[config.mk]
export PLATFORM = sky130hd
export DESIGN_NAME = gf8_inverse_seq
export DESIGN_NICKNAME = d
export VERILOG_FILES = /design/src/rtl/gf8_pkg.sv /design/src/rtl/gf8_mul_serial.sv /design/src/rtl/gf8_inverse_seq.sv
export SDC_FILE = /design/constraint.sdc
export NUM_CORES = 1
export LEC_CHECK = 0
export ABC_AREA = 0
export CORE_MARGIN = 3
export CORE_UTILIZATION = 49
export DETAILED_ROUTE_END_ITERATION = 6
export PLACE_DENSITY = 0.69
export SLEW_MARGIN = 20
export SYNTH_ARGS = -nofsm -noshare
export SYNTH_HDL_FRONTEND = slang
export SYNTH_SLANG_ARGS = --single-unit
[constraint.sdc]
create_clock -name clk -period 4.4 [get_ports clk]
set_clock_uncertainty 0.1 [all_clocks]
set_input_delay 1.1 -clock clk [delete_from_list [all_inputs] [get_ports clk]]
set_output_delay 1.1 -clock clk [all_outputs]
set_load 0.1 [all_outputs]
[src/rtl/gf8_pkg.sv]
// Shared GF(2^8) definitions: field constants, inverse FSM encoding and the
// shift-reduce-accumulate step used by the serial multipliers.
package gf8_pkg;

  localparam int unsigned GfWidth = 8;
  localparam logic [8:0]  GfPoly  = 9'h11B;
  localparam logic [7:0]  InvExp  = 8'hFE;

  typedef enum logic [1:0] {
    StIdle,
    StSqr,
    StMul,
    StFin
  } gf8_inv_state_e;

  // One MSB-first multiplier step: acc*x^1 mod poly, then add x if the operand bit is set.
  function automatic logic [7:0] gf8_mac_step(input logic [7:0] acc, input logic [7:0] x,
                                              input logic bit_set, input logic [8:0] poly);
    logic [8:0] sh;
    sh = {acc, 1'b0};
    if (sh[8]) sh = sh ^ poly;
    return sh[7:0] ^ (bit_set ? x : 8'h00);
  endfunction

endpackage

[src/rtl/gf8_mul_serial.sv]
// Bit-serial GF(2^8) multiplier: one bit of y per cycle, MSB first.
// go loads the operands and performs the first step; rdy pulses when p is valid.
module gf8_mul_serial
  import gf8_pkg::*;
#(
  parameter logic [8:0] POLY = GfPoly
) (
  input  logic               clk,
  input  logic               rst,
  input  logic               go,
  input  logic [GfWidth-1:0] x,
  input  logic [GfWidth-1:0] y,
  output logic [GfWidth-1:0] p,
  output logic               rdy
);

  logic [7:0] xs_q, xs_d;
  logic [7:0] ys_q, ys_d;
  logic [7:0] acc_q, acc_d;
  logic [2:0] cnt_q, cnt_d;
  logic       run_q, run_d;
  logic       rdy_q, rdy_d;

  always_comb begin
    xs_d  = xs_q;
    ys_d  = ys_q;
    acc_d = acc_q;
    cnt_d = cnt_q;
    run_d = run_q;
    rdy_d = 1'b0;
    if (go) begin
      xs_d  = x;
      ys_d  = {y[6:0], 1'b0};
      acc_d = gf8_mac_step(8'h00, x, y[7], POLY);
      cnt_d = 3'd1;
      run_d = 1'b1;
    end else if (run_q) begin
      acc_d = gf8_mac_step(acc_q, xs_q, ys_q[7], POLY);
      ys_d  = {ys_q[6:0], 1'b0};
      cnt_d = cnt_q + 3'd1;
      if (cnt_q == 3'd7) begin
        run_d = 1'b0;
        rdy_d = 1'b1;
      end
    end
  end

  always_ff @(posedge clk) begin
    if (rst) begin
      xs_q  <= 8'h00;
      ys_q  <= 8'h00;
      acc_q <= 8'h00;
      cnt_q <= 3'd0;
      run_q <= 1'b0;
      rdy_q <= 1'b0;
    end else begin
      xs_q  <= xs_d;
      ys_q  <= ys_d;
      acc_q <= acc_d;
      cnt_q <= cnt_d;
      run_q <= run_d;
      rdy_q <= rdy_d;
    end
  end

  assign p   = acc_q;
  assign rdy = rdy_q;

endmodule

[src/rtl/gf8_inverse_seq.sv]
// Sequential GF(2^8) inverter: a^254 by left-to-right square-and-multiply
// through one shared serial multiplier, fixed 105-cycle latency.
module gf8_inverse_seq
  import gf8_pkg::*;
#(
  parameter logic [8:0] POLY = GfPoly
) (
  input  logic               clk,
  input  logic               rst,
  input  logic               start,
  input  logic [GfWidth-1:0] a_in,
  output logic               busy,
  output logic               done,
  output logic [GfWidth-1:0] inv_out,
  output logic               zero_err
);

  gf8_inv_state_e state_q, state_d;
  logic [7:0] operand_q, operand_d;
  logic [2:0] bit_q, bit_d;
  logic       first_q, first_d;
  logic [7:0] inv_q, inv_d;
  logic       zerr_q, zerr_d;

  logic       mul_go;
  logic [7:0] mul_x, mul_y, mul_p;
  logic       mul_rdy;

  gf8_mul_serial #(
    .POLY(POLY)
  ) u_mul (
    .clk (clk),
    .rst (rst),
    .go  (mul_go),
    .x   (mul_x),
    .y   (mul_y),
    .p   (mul_p),
    .rdy (mul_rdy)
  );

  // The running power lives in the multiplier output; each new product is
  // chained straight back in on the rdy cycle.
  always_comb begin
    state_d   = state_q;
    operand_d = operand_q;
    bit_d     = bit_q;
    first_d   = first_q;
    inv_d     = inv_q;
    zerr_d    = zerr_q;
    mul_go    = 1'b0;
    mul_x     = mul_p;
    mul_y     = mul_p;
    unique case (state_q)
      StIdle, StFin: begin
        state_d = StIdle;
        if (start) begin
          state_d   = StSqr;
          operand_d = a_in;
          bit_d     = 3'(GfWidth - 2);
          first_d   = 1'b1;
        end
      end
      StSqr: begin
        if (first_q) begin
          first_d = 1'b0;
          mul_go  = 1'b1;
          mul_x   = operand_q;
          mul_y   = operand_q;
        end else if (mul_rdy) begin
          if (InvExp[bit_q]) begin
            state_d = StMul;
            mul_go  = 1'b1;
            mul_y   = operand_q;
          end else if (bit_q == 3'd0) begin
            state_d = StFin;
            inv_d   = mul_p;
            zerr_d  = (operand_q == 8'h00);
          end else begin
            bit_d  = bit_q - 3'd1;
            mul_go = 1'b1;
          end
        end
      end
      StMul: begin
        if (mul_rdy) begin
          state_d = StSqr;
          bit_d   = bit_q - 3'd1;
          mul_go  = 1'b1;
        end
      end
      default: state_d = StIdle;
    endcase
  end

  always_ff @(posedge clk) begin
    if (rst) begin
      state_q   <= StIdle;
      operand_q <= 8'h00;
      bit_q     <= 3'd0;
      first_q   <= 1'b0;
      inv_q     <= 8'h00;
      zerr_q    <= 1'b0;
    end else begin
      state_q   <= state_d;
      operand_q <= operand_d;
      bit_q     <= bit_d;
      first_q   <= first_d;
      inv_q     <= inv_d;
      zerr_q    <= zerr_d;
    end
  end

  assign busy     = (state_q == StSqr) || (state_q == StMul);
  assign done     = (state_q == StFin);
  assign inv_out  = inv_q;
  assign zero_err = zerr_q;

endmodule

==> results.md, run 1 <==
* Status: finished clean
* Syn Inst Count at 324
* IO buf count at 21
* Slowest stage cell, crit path: clkdlybuf4s50_1
* CTS tree: yes
* Largest family of logic cells by synthesized area: simple AND/OR/NAND/NOR gates
* Switch share at 0.389
* CTS Sinks at 52
* Xor/xnor share of the synthesized area at 0.0401
* Syn Nets at 343
* Distinct cell type count after synthesis at 41
* Top FF cell, synth: dfxtp_1
* Initial core utilization at 0.510
* Worst R2R Start: state_q[0]
* DRT iter0 DRCs at around 230
* Hold WC Path Type: reg -> reg
* Adder-cell share of the synthesized area at 0.0381
* Final Max Tran Viols at 0
* Total grt overflow at 0
* Setup_tns at 0 ns
* Chip height at about 79 µm
* DR pass1 iterations at 4
* Post-CTS Setup Repair Bufs at 0
* CTS resizes at 0
* Dpl hpwl at between 4000 and 5000 µm
* Period Utilization, post-route at 0.728
* Tmin final at around 3.2 ns
* Area Overhead vs Synth at 12.2%
* Seq/Total Area, Yosys at 0.397
* Hold Path Stages at 2
* ANT nets after route at 0
* Normalized max-slew margin at 0.353
* Hold Path End: u_mul.ys_q[4]
* Placed Instances at 396
* CP Capture Type: primary output
* Endpoints failing setup at 0
* Average routed wire per standard cell at approximately 15 µm
* Synth warn at 0
* Hold slack at around 0.37 ns
* CP Depth at 2
* Async SR Flop Fraction at 0
* Critical Path RT at between 3 and 4 ns
* Logic gate share of total power at 0.358
* Buf/Inv on CP at 1
* Synth Area in Compound Gates at 0.194
* H-tree lvl count at 2
* Nets at between 300 and 400
* Post-synthesis mux area share at 0.0615
* Clk_lat worst skew at around 0.3 ns
* Vias in the first global route at just over 2000
* Total track usage at 0.207
* CP top delay family: buffers and inverters
* Maximum clock rate at 0.312 GHz
* Synthesized area per cell at a little over 8 µm²
* Final Hold Viols at 0
* Psw at between 0.5 and 0.6 mW
* DRC at 0
* Clk slew on worst S/H paths at approximately 0.090 ns
* Core ar. at ~0.005 mm²
* Placer Congestion at about 0.83
* RSZ-0062 raised after global routing: no
* Simple-gate portion of the synthesized area at 0.219
* VDD IR max at about 0.23 mV
* Sequential Power Share at 0.418
* PD cells at 503 mW/mm²
* Synth Register Bits at 52
* # hold bufs at CTS at 0
* Die X at 79.2 µm
* Max incr delay on CP at 1.12 ns
* Hold wc startpoint: u_mul.ys_q[4]
* I/O pin count at 22
* Max_cap viols at 0
* Global-route wire length before repair at 10400 µm
* Cell Area, Synth at 0.00262 mm²
* R2R Setup Slk at 1.53 ns
* EDFF count, synth at 0
* Share of cells above drive strength 1 at 0.0449
* Crit Path Category: reg -> out
* Worst setup SP type: flip-flop
* Cts bufs inserted at 5
* Die Area at ~0.0063 mm²
* Initial antenna violation count at 0
* Crit path max fanout at 5
* Site row count at 26
* CTS max path bufs at 2
* Clock group share of total power at 0.224
* Critical-path cell list: ha_1 > clkdlybuf4s50_1
* Vias per cell at 5.49
* Via count at roughly 2200
* Pleak at 1.15 nW
* Layout Cells excl Fill at roughly 400
* Root Driver: clkbuf_8
* Reg2reg end: u_mul.p[7]
* R2R cell count at 7
* Worst EP arrival at 2.00 ns
* Largest net degree at the start of global routing at 44
* Actual slew at the worst max-slew pin at ~0.97 ns
* Pint at between 0.9 and 1 mW
* Total Wirelength at ~6000 µm
* Diodes inserted at 0
[stage by stage]
stage          total power [mW]  worst slack [ns]  area (µm²)   util
2_1_floorplan              1.04              1.72        2620      -
3_5_place_dp               1.16              1.47        2830  0.551
5_1_grt                    1.58              1.13        2940  0.573
3_3_place_gp               1.15              1.49        2830  0.551
6_report                   1.48              1.20        2940  0.573
4_1_cts                    1.49              1.18        2940  0.573
[how the worst max path moves through the flow]
| stage | startpoint | to | slack, ns |
|---|---|---|---|
| CTS | state_q[0] | done | 1.18 |
| global route | state_q[0] | done | 1.13 |
| detailed placement | start | flip-flop | 1.47 |
| finish | state_q[0] | done | 1.20 |
| floorplan | state_q[0] | busy | 1.72 |
| global placement | start | flip-flop | 1.49 |
[cell families after synthesis]
logic type | Yosys count
xor+xnor | 12
fa+ha+maj | 8
buf+inv | 29
simple gates | 132
flops | 52
mux | 16
compound gates | 75
[cell usage after synthesis, types with 7 or more instances]
| cell type | n | area share |
|---|---|---|
| nand2_1 | 49 | 0.070 |
| ha_1 | 8 | 0.038 |
| a311oi_1 | 10 | 0.033 |
| o21ai_0 | 7 | 0.013 |
| mux2i_1 | 15 | 0.057 |
| a21oi_1 | 28 | 0.053 |
| inv_1 | 8 | 0.011 |
| dfxtp_1 | 52 | 0.40 |
| nor2b_1 | 9 | 0.021 |
| clkbuf_1 | 10 | 0.014 |
| nor2_1 | 50 | 0.072 |
[worst reg2reg max path: stages (launching register included)]
cell	delay [ns]
dfxtp_1	0.41
ha_1	0.51
nor2b_1	0.31
a32o_1	0.57
buf_4	0.36
a21oi_1	0.09
o31ai_1	0.29
a21oi_1	0.10
[power by group through the flow]
| stage | logic (mW) | registers (mW) | clock network [mW] |
|---|---|---|---|
| final | 0.530 | 0.620 | 0.332 |
| after global routing | 0.592 | 0.633 | 0.356 |
| after CTS | 0.529 | 0.619 | 0.341 |
| after detailed placement | 0.527 | 0.629 | 0 |
| after global placement | 0.522 | 0.629 | 0 |
| after floorplan | 0.456 | 0.588 | 0 |
[layer usage]
| metal | wire (µm) | vias up | global-route usage |
|---|---|---|---|
| met5 | 0 | - | 0 |
| met4 | 46 | 0 | 0.0412 |
| met3 | 296 | 4 | 0.0374 |
| met2 | 2790 | 51 | 0.318 |
| met1 | 2890 | 1030 | 0.304 |
| li1 | - | 1133 | - |
[final cells by class]
cell class	count	area (µm²)
Multi-Input combinational cell	243	1450
Sequential cell	52	1040
Timing Repair Buffer	23	223
Clock buffer	6	72.6
Tap cell	70	87.6
Fill cell	512	2200
Inverter	8	30.0
Clock inverter	2	38.8
[layout by cell type (no fill, tap or decap), types with 4 or more instances in the layout]
| cell type | netlist | layout |
|---|---|---|
| o21ai_0 | 7 | 7 |
| ha_1 | 8 | 8 |
| nor2b_1 | 9 | 9 |
| nor2_1 | 50 | 50 |
| xnor2_1 | 6 | 6 |
| dfxtp_1 | 52 | 52 |
| a21oi_1 | 28 | 28 |
| nand2_1 | 49 | 49 |
| mux2i_1 | 15 | 15 |
| xor2_1 | 6 | 6 |
| o21a_1 | 5 | 5 |
| inv_1 | 8 | 8 |
| clkdlybuf4s50_1 | 0 | 20 |
| clkbuf_8 | 0 | 5 |
| a211oi_1 | 6 | 6 |
| a211o_1 | 4 | 4 |
| a311oi_1 | 10 | 10 |
[sequential cells by signal, summed over array words and instances (netlist names), named ones only]
signal	cells
bit_q	3
first_q	1
inv_out	8
operand_q	8
state_q	2
u_mul.cnt_q	3
u_mul.p	8
u_mul.rdy	1
u_mul.run_q	1
u_mul.xs_q	8
u_mul.ys_q	7
zero_err	1
No activity file was read; power rests on OpenSTA's default activity.
==> inputs of run 2 (changes only) <==
==> constraint.sdc (replaced) <==
create_clock -name clk -period 3.4 [get_ports clk]
set_clock_uncertainty 0.1 [all_clocks]
set_input_delay 0.85 -clock clk [delete_from_list [all_inputs] [get_ports clk]]
set_output_delay 0.85 -clock clk [all_outputs]
set_load 0.1 [all_outputs]
==> results.md, run 2 (synthesized netlist as in run 1, its figures left out) <==
* Status: finished clean
* Critical-path cell list: inv_1 > ha_1 > inv_1 > buf_4
* Period Utilization, post-route at 0.784
* Placer Congestion at 0.802 (-3.5%)
* CP Capture Type: primary output
* Chip height at 79.2 µm (unchanged)
* Max_cap viols at 0 (unchanged)
* Die X at 79.2 µm (unchanged)
* Clk slew on worst S/H paths at 0.09 ns (about the same)
* ANT nets after route at 0 (unchanged)
* Core ar. at 0.00514 mm² (unchanged)
* CTS Sinks at 52 (unchanged)
* DRT iter0 DRCs at 181 (-22%)
* Maximum clock rate at around 0.37 GHz
* Commonest non-fill, non-tap cell in the layout: dfxtp_1
* Hold WC Path Type: reg -> reg
* Vias per cell at 5.50 (+0.27%)
* Vias in the first global route at 2064 (+0.19%)
* Total grt overflow at 0 (unchanged)
* IO buf count at 21 (unchanged)
* Met2 usage at 0.325 (+0.00673)
* RSZ-0062 raised after global routing: no
* Hold slack at 0.373 ns (+0.00175 ns)
* I/O pin count at 22 (unchanged)
* Critical Path RT at 2.45 ns (-0.75 ns)
* Final Max Tran Viols at 0 (unchanged)
* Max incr delay on CP at 0.43 ns (-0.69 ns)
* Setup_tns at 0 ns (unchanged)
* Layout Cells excl Fill at 404 (unchanged)
* Area Overhead vs Synth at 10.7%
* CTS tree: yes
* DR pass1 iterations at 4 (unchanged)
* Pre-CTS setup slack at 0.718 ns (-0.751 ns)
* R2R cell count at 7 (unchanged)
* Cts bufs inserted at 5 (unchanged)
* Initial core utilization at 0.510 (unchanged)
* Actual slew at the worst max-slew pin at 0.946 ns (-0.0217 ns)
* Hold Path Stages at 2 (unchanged)
* Total track usage at 0.211 (+0.00372)
* Via count at 2224 (+0.27%)
* Largest net degree at the start of global routing at 44 (unchanged)
* Share of cells above drive strength 1 at 0.0778 (+0.0329)
* GR Util met1 at 0.303 (-0.00150)
* Final Hold Viols at 0 (unchanged)
* Setup ws final at 0.733 ns (-0.463 ns)
* Slowest stage cell, crit path: ha_1
* H-tree lvl count at 2 (unchanged)
* Launch point of the worst path: state_q[0]
* Average routed wire per standard cell at 15.0 µm (+0.45%)
* Diodes inserted at 0 (unchanged)
* Area after DPL at 0.00281 mm² (-0.88%)
* Worst R2R Start: state_q[1]
* Site row count at 26 (unchanged)
* DRC at 0 (unchanged)
* Post-CTS Setup Repair Bufs at 0 (unchanged)
* Initial antenna violation count at 0 (unchanged)
* Root Driver: clkbuf_8
* Worst setup SP type: flip-flop
* Grt peak-use layer: met2
* Final Cell Area at 0.00290 mm² (-1.4%)
* Clk_lat worst skew at 0.30 ns (about the same)
* Die Area at 0.00627 mm² (unchanged)
* Cell mode on critical path: inv_1
* PD cells at 644 mW/mm² (+28%)
* Area occupied by multi-input gates at 0.00145 mm² (unchanged)
* Pleak at 1.17 nW (+1.4%)
* Endpoints failing setup at 0 (unchanged)
* FF/Latch Area at 0.00104 mm² (unchanged)
* Commonest cells after routing, fill and taps aside: dfxtp_1 (52), nor2_1 (50), nand2_1 (49), a21oi_1 (28), mux2i_1 (15)
* Dpl hpwl at 4160 µm (-1.4%)
* Global-route wire length before repair at 10400 µm (+0.20%)
* Crit Path Category: reg -> out
* Total Wirelength at 6050 µm (+0.45%)
* FILL cells at 501 (-2.1%)
* VDD IR max at 0.337 mV (+46%)
* Tmin final at between 2 and 3 ns
* Nets at 352 (unchanged)
* GRT met3 Usage at 0.0363 (-0.00113)
* Normalized max-slew margin at 0.368 (+0.0156)
* Placed Instances at 396 (unchanged)
* # hold bufs at CTS at 0 (unchanged)
* CTS max path bufs at 2 (unchanged)
* Hold wc startpoint: u_mul.ys_q[2]
* Worst EP arrival at 1.72 ns (-0.28 ns)
* CTS resizes at 0 (unchanged)
* Crit path max fanout at 10 (+5)
==> run 2: cell type report <==
type | count | share of cell area
Tap cell | 70 | 0.0302
Multi-Input combinational cell | 243 | 0.500
Inverter | 8 | 0.0103
Clock inverter | 2 | 0.00474
Sequential cell | 52 | 0.358
Timing Repair Buffer | 23 | 0.0681
Clock buffer | 6 | 0.0284
==> run 2: final timing paths <==
check                                endpoint  slack, ns
worst max-delay path                     busy       0.73
worst max register to register      flip-flop       0.81
worst min register to register  u_mul.ys_q[2]       0.37
worst min-delay path            u_mul.ys_q[2]       0.37
==> run 2: report_power, final <==
group          total, mW  switching, mW  leakage [nW]  internal, mW
clock network      0.373          0.207        0.0516         0.167
logic              0.695          0.436         0.692         0.259
registers          0.801          0.111         0.422         0.690
total               1.87          0.753          1.17          1.12
==> run 2: through the flow <==
step	power, mW	util
5_1_grt	2.00	0.565
3_3_place_gp	1.50	0.546
2_1_floorplan	1.35	-
4_1_cts	1.88	0.565
3_5_place_dp	1.50	0.546
6_report	1.87	0.565
==> run 2: layer usage <==
layer  vias up  wire length (µm)
met5         -                 0
met4         0               100
met3         7               243
met2        48              2750
met1      1035              2960
li1       1134                 -
==> run 2: critical path, delay by kind of cell (launching register included) <==
family     cells  cell delay, ns
buf+inv        3            0.56
fa+ha+maj      1            0.43
flops          1            0.41
